<file path="config.mk">
export PLATFORM = sky130hd
export DESIGN_NAME = btn_conditioner_flat
export DESIGN_NICKNAME = d
export VERILOG_FILES = /design/src/rtl/btn_if.sv /design/src/rtl/btn_conditioner.sv /design/src/flat_wrapper.sv
export SDC_FILE = /design/constraint.sdc
export NUM_CORES = 1
export LEC_CHECK = 0
export BUFFER_PORTS_ARGS = -buffer_cell sky130_fd_sc_hd__buf_2
export CAP_MARGIN = 20
export CORE_UTILIZATION = 45
export CTS_CLUSTER_DIAMETER = 30
export DETAILED_ROUTE_END_ITERATION = 16
export PLACE_DENSITY = 0.72
export SETUP_SLACK_MARGIN = 0.05
export SLEW_MARGIN = 20
export SYNTH_ARGS = -nofsm -noshare
export SYNTH_HDL_FRONTEND = slang
export SYNTH_SLANG_ARGS = --single-unit
</file>
<file path="constraint.sdc">
create_clock -name clk -period 3.9 [get_ports clk]
set_input_delay 0.585 -clock clk [delete_from_list [all_inputs] [get_ports clk]]
set_output_delay 0.585 -clock clk [all_outputs]
set_load 0.02 [all_outputs]
</file>
<file path="src/rtl/btn_if.sv">
// btn_if: raw button input, repeat enable and the conditioned outputs of one button.
interface btn_if;
   logic pb;
   logic repeat_en;
   logic level;
   logic press_pulse;
   logic release_pulse;
   logic long_press;
   logic held;
   modport master (output pb, repeat_en, input level, press_pulse, release_pulse, long_press, held);
   modport slave (input pb, repeat_en, output level, press_pulse, release_pulse, long_press, held);
endinterface

</file>
<file path="src/rtl/btn_conditioner.sv">
// btn_conditioner: synchronize, debounce and classify one push-button (press/release/long/repeat).
// Define BTN_REPEAT_ACCEL_EN to halve the repeat interval after 8 repeats in one episode.
module btn_conditioner #(
   parameter int DB_CYCLES     = 4,
   parameter int HOLD_CYCLES   = 50_000_000,
   parameter int REPEAT_CYCLES = 10_000_000
) (
   input logic clk,
   input logic rst,
   btn_if.slave b
);
   localparam int DW   = $clog2(DB_CYCLES + 1);
   localparam int TMAX = HOLD_CYCLES > REPEAT_CYCLES ? HOLD_CYCLES : REPEAT_CYCLES;
   localparam int TW   = $clog2(TMAX + 1);
   typedef enum logic [1:0] {IDLE, PRESS, HELD, REPEAT} state_t;
   state_t state_q, state_d;
   logic s1_q, s2_q;
   logic level_q, level_d;
   logic [DW-1:0] db_q, db_d;
   logic [TW-1:0] timer_q, timer_d, ival_m1;
   logic press_q, press_d, release_q, release_d, long_q, long_d, held_q, held_d;
   logic mis, hit, rise, fall;
`ifdef BTN_REPEAT_ACCEL_EN
   localparam int FAST = REPEAT_CYCLES / 2 > 1 ? REPEAT_CYCLES / 2 : 1;
   logic [3:0] rcnt_q, rcnt_d;
   assign ival_m1 = rcnt_q[3] ? TW'(FAST - 1) : TW'(REPEAT_CYCLES - 1);
   assign rcnt_d  = state_d != REPEAT ? 4'd0 :
                    (press_d && state_q == REPEAT && !rcnt_q[3]) ? rcnt_q + 4'd1 : rcnt_q;
`else
   assign ival_m1 = TW'(REPEAT_CYCLES - 1);
`endif
   always_comb begin
      mis     = s2_q ^ level_q;
      hit     = mis && db_q == DW'(DB_CYCLES - 1);
      level_d = level_q ^ hit;
      db_d    = (mis && !hit) ? db_q + 1'b1 : '0;
      rise    = level_d & ~level_q;
      fall    = level_q & ~level_d;
   end
   // level is high exactly when the FSM is outside IDLE, so a fall always means release
   always_comb begin
      state_d   = state_q;
      timer_d   = &timer_q ? timer_q : timer_q + 1'b1;
      press_d   = 1'b0;
      long_d    = 1'b0;
      release_d = fall;
      held_d    = state_q == HELD || state_q == REPEAT;
      if (fall) state_d = IDLE;
      else
         case (state_q)
            IDLE: begin
               press_d = rise;
               state_d = rise ? PRESS : IDLE;
            end
            PRESS: if (timer_q == TW'(HOLD_CYCLES - 1)) begin
               long_d  = 1'b1;
               press_d = b.repeat_en;
               state_d = b.repeat_en ? REPEAT : HELD;
            end
            HELD: state_d = b.repeat_en ? REPEAT : HELD;
            REPEAT: begin
               state_d = b.repeat_en ? REPEAT : HELD;
               press_d = b.repeat_en && timer_q == ival_m1;
               timer_d = press_d ? '0 : timer_d;
            end
         endcase
      timer_d = state_d != state_q ? '0 : timer_d;
   end
   always_ff @(posedge clk or posedge rst)
      if (rst) begin
         s1_q      <= 1'b0;
         s2_q      <= 1'b0;
         level_q   <= 1'b0;
         db_q      <= '0;
         state_q   <= IDLE;
         timer_q   <= '0;
         press_q   <= 1'b0;
         release_q <= 1'b0;
         long_q    <= 1'b0;
         held_q    <= 1'b0;
`ifdef BTN_REPEAT_ACCEL_EN
         rcnt_q    <= '0;
`endif
      end else begin
         s1_q      <= b.pb;
         s2_q      <= s1_q;
         level_q   <= level_d;
         db_q      <= db_d;
         state_q   <= state_d;
         timer_q   <= timer_d;
         press_q   <= press_d;
         release_q <= release_d;
         long_q    <= long_d;
         held_q    <= held_d;
`ifdef BTN_REPEAT_ACCEL_EN
         rcnt_q    <= rcnt_d;
`endif
      end
   assign b.level         = level_q;
   assign b.press_pulse   = press_q;
   assign b.release_pulse = release_q;
   assign b.long_press    = long_q;
   assign b.held          = held_q;
endmodule
</file>
<file path="src/flat_wrapper.sv">
// flat-port wrapper written by rule: the top's interface ports become plain ports
module btn_conditioner_flat 
#(
   parameter int DB_CYCLES     = 4,
   parameter int HOLD_CYCLES   = 50_000_000,
   parameter int REPEAT_CYCLES = 10_000_000
)
  (clk, rst, b_pb, b_repeat_en, b_level, b_press_pulse, b_release_pulse, b_long_press, b_held);
  btn_if b_i ();
  input logic clk;
  input logic rst;
  input wire logic [$bits(b_i.pb)-1:0] b_pb;
  input wire logic [$bits(b_i.repeat_en)-1:0] b_repeat_en;
  output wire logic [$bits(b_i.level)-1:0] b_level;
  output wire logic [$bits(b_i.press_pulse)-1:0] b_press_pulse;
  output wire logic [$bits(b_i.release_pulse)-1:0] b_release_pulse;
  output wire logic [$bits(b_i.long_press)-1:0] b_long_press;
  output wire logic [$bits(b_i.held)-1:0] b_held;
  assign b_i.pb = b_pb;
  assign b_i.repeat_en = b_repeat_en;
  assign b_level = b_i.level;
  assign b_press_pulse = b_i.press_pulse;
  assign b_release_pulse = b_i.release_pulse;
  assign b_long_press = b_i.long_press;
  assign b_held = b_i.held;
  btn_conditioner #(.DB_CYCLES(DB_CYCLES), .HOLD_CYCLES(HOLD_CYCLES), .REPEAT_CYCLES(REPEAT_CYCLES)) u_core (.clk(clk), .rst(rst), .b(b_i));
endmodule
</file>
# After elaboration in Yosys (flattened, before gate mapping)
# Index checks and enable logic that the tools add are counted.
[classes]
n_addsub = 2
eq_ne = 7
n_mux = 17
bitwise_logic = 6
reduce_logical = 8
[ops]
columns = ["cell", "n"]
rows = [
  ["$mux W26", 5],
  ["$add A26 B1 Y26 const B", 1],
  ["$eq A26 B24 Y1 const B", 1],
  ["$eq A26 B26 Y1 const B", 1],
  ["$reduce_and A26 Y1", 1],
  ["$mux W1", 7],
  ["$pmux W2 S3", 1],
  ["$eq A2 B2 Y1 const B", 2],
  ["$mux W2", 2],
  ["$add A3 B1 Y3 const B", 1],
  ["$eq A3 B2 Y1 const B", 1],
  ["$logic_and A1 B1 Y1", 3],
  ["$mux W3", 1],
  ["$pmux W1 S3", 1],
  ["$and A1 B1 Y1", 2],
  ["$eq A2 B1 Y1 const B", 1],
  ["$logic_not A2 Y1", 1],
  ["$ne A2 B2 Y1", 1],
  ["$not A1 Y1", 2],
  ["$reduce_or A2 Y1", 1],
  ["$xor A1 B1 Y1", 2],
  ["$logic_not A1 Y1", 1],
  ["$logic_or A1 B1 Y1", 1],
]
[word_totals]
reg_bits = 38
inputBits = 4
output_inout_bits = 5

# Longest topological paths before layout
[logic_depth]
ltp_word = 9
depth_mapped = 9
depth_no_buf = 7

# Worst setup path after synthesis
# Ideal clock, no wire load.
[synth_path]
path_type = "register -> register"
from = "reg u_core.db_q[0]"
to = "reg u_core.timer_q[17]"
setup_ps = 73
arrival_ps = 1953
t_required_ps = 3827
path_slack_ps = 1874
path_stages_with_launch = 9
n_path_buf = 2
path_cell_list = "dfrtp_1 -> ha_1 -> ha_1 -> and3b_1 -> clkbuf_1 -> a2111o_1 -> o22a_2 -> buf_4 -> a21oi_2"
[synth_via]
elab_cells_between_ends = 12
classes_between = "eq/ne: 2; mux: 5; bitwise: 4; reduce/logical: 1"
[synth_rtl]
columns = ["element", "line_no", "text"]
rows = [
  ["start: declaration", "btn_conditioner.sv:19", "logic [DW-1:0] db_q, db_d;"],
  ["start signal: assignment", "btn_conditioner.sv:74", "db_q <= '0;"],
  ["start signal: assignment", "btn_conditioner.sv:88", "db_q <= db_d;"],
  ["$eq A3 B2 Y1 *", "btn_conditioner.sv:34", "hit = mis && db_q == DW'(DB_CYCLES - 1);"],
  ["$logic_and A1 B1 Y1 *", "btn_conditioner.sv:34", ""],
  ["$xor A1 B1 Y1 *", "btn_conditioner.sv:35", "level_d = level_q ^ hit;"],
  ["$not A1 Y1 *", "btn_conditioner.sv:38", "fall = level_q & ~level_d;"],
  ["$and A1 B1 Y1 *", "btn_conditioner.sv:38", ""],
  ["net u_core.fall", "btn_conditioner.sv:22", "logic mis, hit, rise, fall;"],
  ["$mux W2", "btn_conditioner.sv:48", "if (fall) state_d = IDLE;"],
  ["$ne A2 B2 Y1", "btn_conditioner.sv:67", "timer_d = state_d != state_q ? '0 : timer_d;"],
  ["$mux W26 *", "btn_conditioner.sv:67", ""],
  ["net u_core.timer_d[17]", "btn_conditioner.sv:20", "logic [TW-1:0] timer_q, timer_d, ival_m1;"],
  ["end signal: assignment", "btn_conditioner.sv:90", "timer_q <= timer_d;"],
  ["end: declaration", "btn_conditioner.sv:20", ""],
]
# Mark *: on every way through the listed nets, which the timed path passes. The rest lies on a longest branch.

# Final worst setup path
[layout_path]
from = "reg u_core.db_q[0]"
to = "reg u_core.timer_q[11]"
[layout_via]
elab_chain_cells = 9
elab_cells_between_ends = 12
classes_between = "eq/ne: 2; mux: 5; bitwise: 4; reduce/logical: 1"
[layout_rtl]
columns = ["element", "line_no", "text"]
rows = [
  ["$eq A3 B2 Y1 *", "btn_conditioner.sv:34", ""],
  ["$logic_and A1 B1 Y1 *", "btn_conditioner.sv:34", ""],
  ["$xor A1 B1 Y1 *", "btn_conditioner.sv:35", ""],
  ["$and A1 B1 Y1", "btn_conditioner.sv:37", "rise = level_d & ~level_q;"],
  ["$mux W1", "btn_conditioner.sv:53", "state_d = rise ? PRESS : IDLE;"],
  ["$pmux W2 S3", "btn_conditioner.sv:50", "case (state_q)"],
  ["$mux W2", "btn_conditioner.sv:48", ""],
  ["$ne A2 B2 Y1", "btn_conditioner.sv:67", ""],
  ["$mux W26 *", "btn_conditioner.sv:67", ""],
  ["net u_core.timer_d[11]", "btn_conditioner.sv:20", ""],
]
# Marks and branches as above.

==> results.md <==
- Status: finished clean
- Peak supply drop: 258 uV
- Die W: slightly above 70 um
- DRT Wirelength: ~4300 um
- Worst Path Max Fanout: 14
- # port buffers: 8
- Setup crit start: u_core.db_q[0]
- Area leader, netlist: dfrtp_1
- Synth top area cells: dfrtp_1, xnor2_1, nor2_1
- Synth cell types: 46
- WP data required: around 4000 ps
- Worst min path class: register to register
- Routability cong.: 0.808
- # fillers: 414
- Net Count, Synth: roughly 230
- Total CTS buffers: 5
- Layout area overhead: 6.61%
- Largest net degree at the start of global routing: 27
- Initial antenna violation count: 0
- Endpoints failing hold: 0
- Fmax: ~450 MHz
- Most used cell, CP: ha_1
- #FFs+latches synth: 38
- Crit path kind: register to register
- Global route overflow: 0
- Post-synth EDFFs: 0
- Initial Util: 0.478
- Crit end category: register
- Nets: around 240
- Via density: 5.81
- Tot GR Track Use: 0.190
- CTS sink count: 38
- DR DRC count: 0
- Hold Startpoint: u_core.s1_q
- Fin. max-slew vios: 0
- Number of iterations in the first detailed-routing pass: 6
- Core Region: 4470 um2
- Top cell type's share of synthesized area: 0.445
- # H-tree levels: 2
- Reg clk slew, reported paths: 70 ps
- First-pass GRT wire length: around 7400 um
- Post-CTS Resized: 0
- Worst Setup Start Kind: register
- Critical Path Max Stage Delay: 420 ps
- Fin crit share: 0.566
- Hold_buf cts: 0
- Synth Flop Type: dfrtp_1
- Max Cap Viol: 0
- Crit path DAT: 2390 ps
- DIE AREA: 5030 um2
- Clock tree buffer depth: 2
- Final worst clock skew: 3.18 ps
- Slowest cell on crit path: a2111o_1
- First DRT Iteration DRCs: 73
- Gate Count Post-Synth: 220
- Worst slew pin tran: 943 ps
- Async SR Flop Fraction: 1.00
- Via count: 1621
- Setup violators final: 0
- Root buffer cell: clkbuf_8
- Detail Placement HPWL: a little over 3000 um
- Lkg Pwr: 0.947 nW
- TritonCTS clock tree: built
- ANT nets after route: 0
- Die Y: roughly 71 um
- Reg2reg start: u_core.db_q[0]
- Layout cells sized above 1: 0.163
- Total I/O pin count: 9
- Clock latency on the worst-skew pair: around 280 ps
- Synth Cell Area: 2140 um2
- Cell row count: 24
- CP cell instances: ha_1 -> ha_1 -> and3b_1 -> a2111o_1 -> o22a_2 -> a311oi_1
- PwrDens: 460 nW/um2
- Syn avg cell area: 9.72 um2
- Fin crit period: 2210 ps
- Non-Filler Instances: 279
- Relative slew slack: 0.367
- Setup bufs post-CTS: 0
- Vias in the first global route: around 1600
- RSZ-0062 raised after global routing: no
- Final setup TNS: 0 ps
- Placed Cells incl. Taps: 273
- Sequential-to-total area share from yosys stat: 0.445
- ANT cells: 0
- Wirelength per Cell: 15.5 um
- Synth Warn #: 0
logic make-up (layout without fill, tap and decap cells):
| group | after synthesis | count (layout) | share of synthesized area |
|---|---|---|---|
| DFF | 38 | 38 | 0.445 |
| adders and majority gates | 3 | 3 | 0.0176 |
| xor gates and xnor gates | 19 | 19 | 0.0778 |
| AOI/OAI and AO/OA | 36 | 36 | 0.117 |
| and+or+nand+nor | 107 | 107 | 0.302 |
| buffers and inverters | 17 | 24 | 0.0410 |
synth_stat cells (6+ instances only):
library cell / instances
a21oi_1: 14
dfrtp_1: 38
inv_1: 9
nand2_1: 17
nand3_1: 11
nand4_1: 9
nor2_1: 24
nor4_1: 8
o21ai_0: 6
or3_1: 6
xnor2_1: 17
per-stage QoR:
stage	worst slack, ps	hold slack, ps	util	total power (W)	instance area, um2
after detailed placement	1670	339	0.491	0.000793	2200
after global routing	1470	384	0.510	0.00111	2280
after CTS	1670	364	0.510	0.00106	2280
after global placement	1710	351	0.491	0.000782	2200
final	1690	359	0.510	0.00105	2280
after floorplan	1870	331	-	0.000729	2140
flip-flops by register name, indices dropped and copies added, names as in the netlist, named ones only:
name	cells
u_core.b.press_pulse	1
u_core.b.held	1
u_core.db_q	3
u_core.b.long_press	1
u_core.b.release_pulse	1
u_core.s2_q	1
u_core.state_q	2
u_core.s1_q	1
u_core.timer_q	26
layout by cell type, fill, tap and decap left out, drive strengths merged, types with 8 or more instances in the layout:
master	netlist	routed
dfrtp	38	38
nor2	24	24
nand2	18	18
xnor2	17	17
a21oi	17	17
nand3	11	11
nand4	11	11
nor4	11	11
buf	6	9
inv	9	8
routing by layer:
| metal | global-route usage | routed length (um) | vias up | share of wire |
|---|---|---|---|---|
| met5 | 0 | 0 | - | 0 |
| met4 | 0.0667 | 40 | 0 | 0.0092 |
| met3 | 0.0442 | 172 | 5 | 0.040 |
| met2 | 0.293 | 1980 | 28 | 0.46 |
| met1 | 0.263 | 2150 | 782 | 0.49 |
| li1 | - | - | 806 | - |
final timing paths:
check	endpoint	slack [ps]	cells past startpoint
worst max-delay path	u_core.timer_q[11]	1690	6
min in group asynchronous	u_core.timer_q[16]	390	2
max in group asynchronous	u_core.b.release_pulse	2880	3
worst min-delay path	u_core.s2_q	360	0
worst max register to register	u_core.timer_q[11]	1690	6
worst min register to register	u_core.s2_q	360	0
final cells by class:
| cell class | count | area, um2 | share of cell area |
|---|---|---|---|
| clock buffers | 6 | 82.6 | 0.0362 |
| inverters | 9 | 33.8 | 0.0148 |
| multi-input cells | 165 | 1100 | 0.482 |
| flip-flops and latches | 38 | 951 | 0.417 |
| well taps | 52 | 65.1 | 0.0285 |
| repair buffers | 9 | 47.5 | 0.0209 |
report_power, final:
group	leakage, nW	total, W	internal, W	switching, W
Sequential	0.512	0.000529	0.000456	0.0000736
Combinational	0.392	0.000255	0.0000935	0.000161
Clock	0.0431	0.000265	0.000136	0.000128
critical path, delay by kind of cell (launching register included):
kind	cells	cell delay [ps]
fa+ha+maj	2	420
compound gates	3	1030
simple gates	1	270
flops	1	380
(Power assumes the default switching activity.)
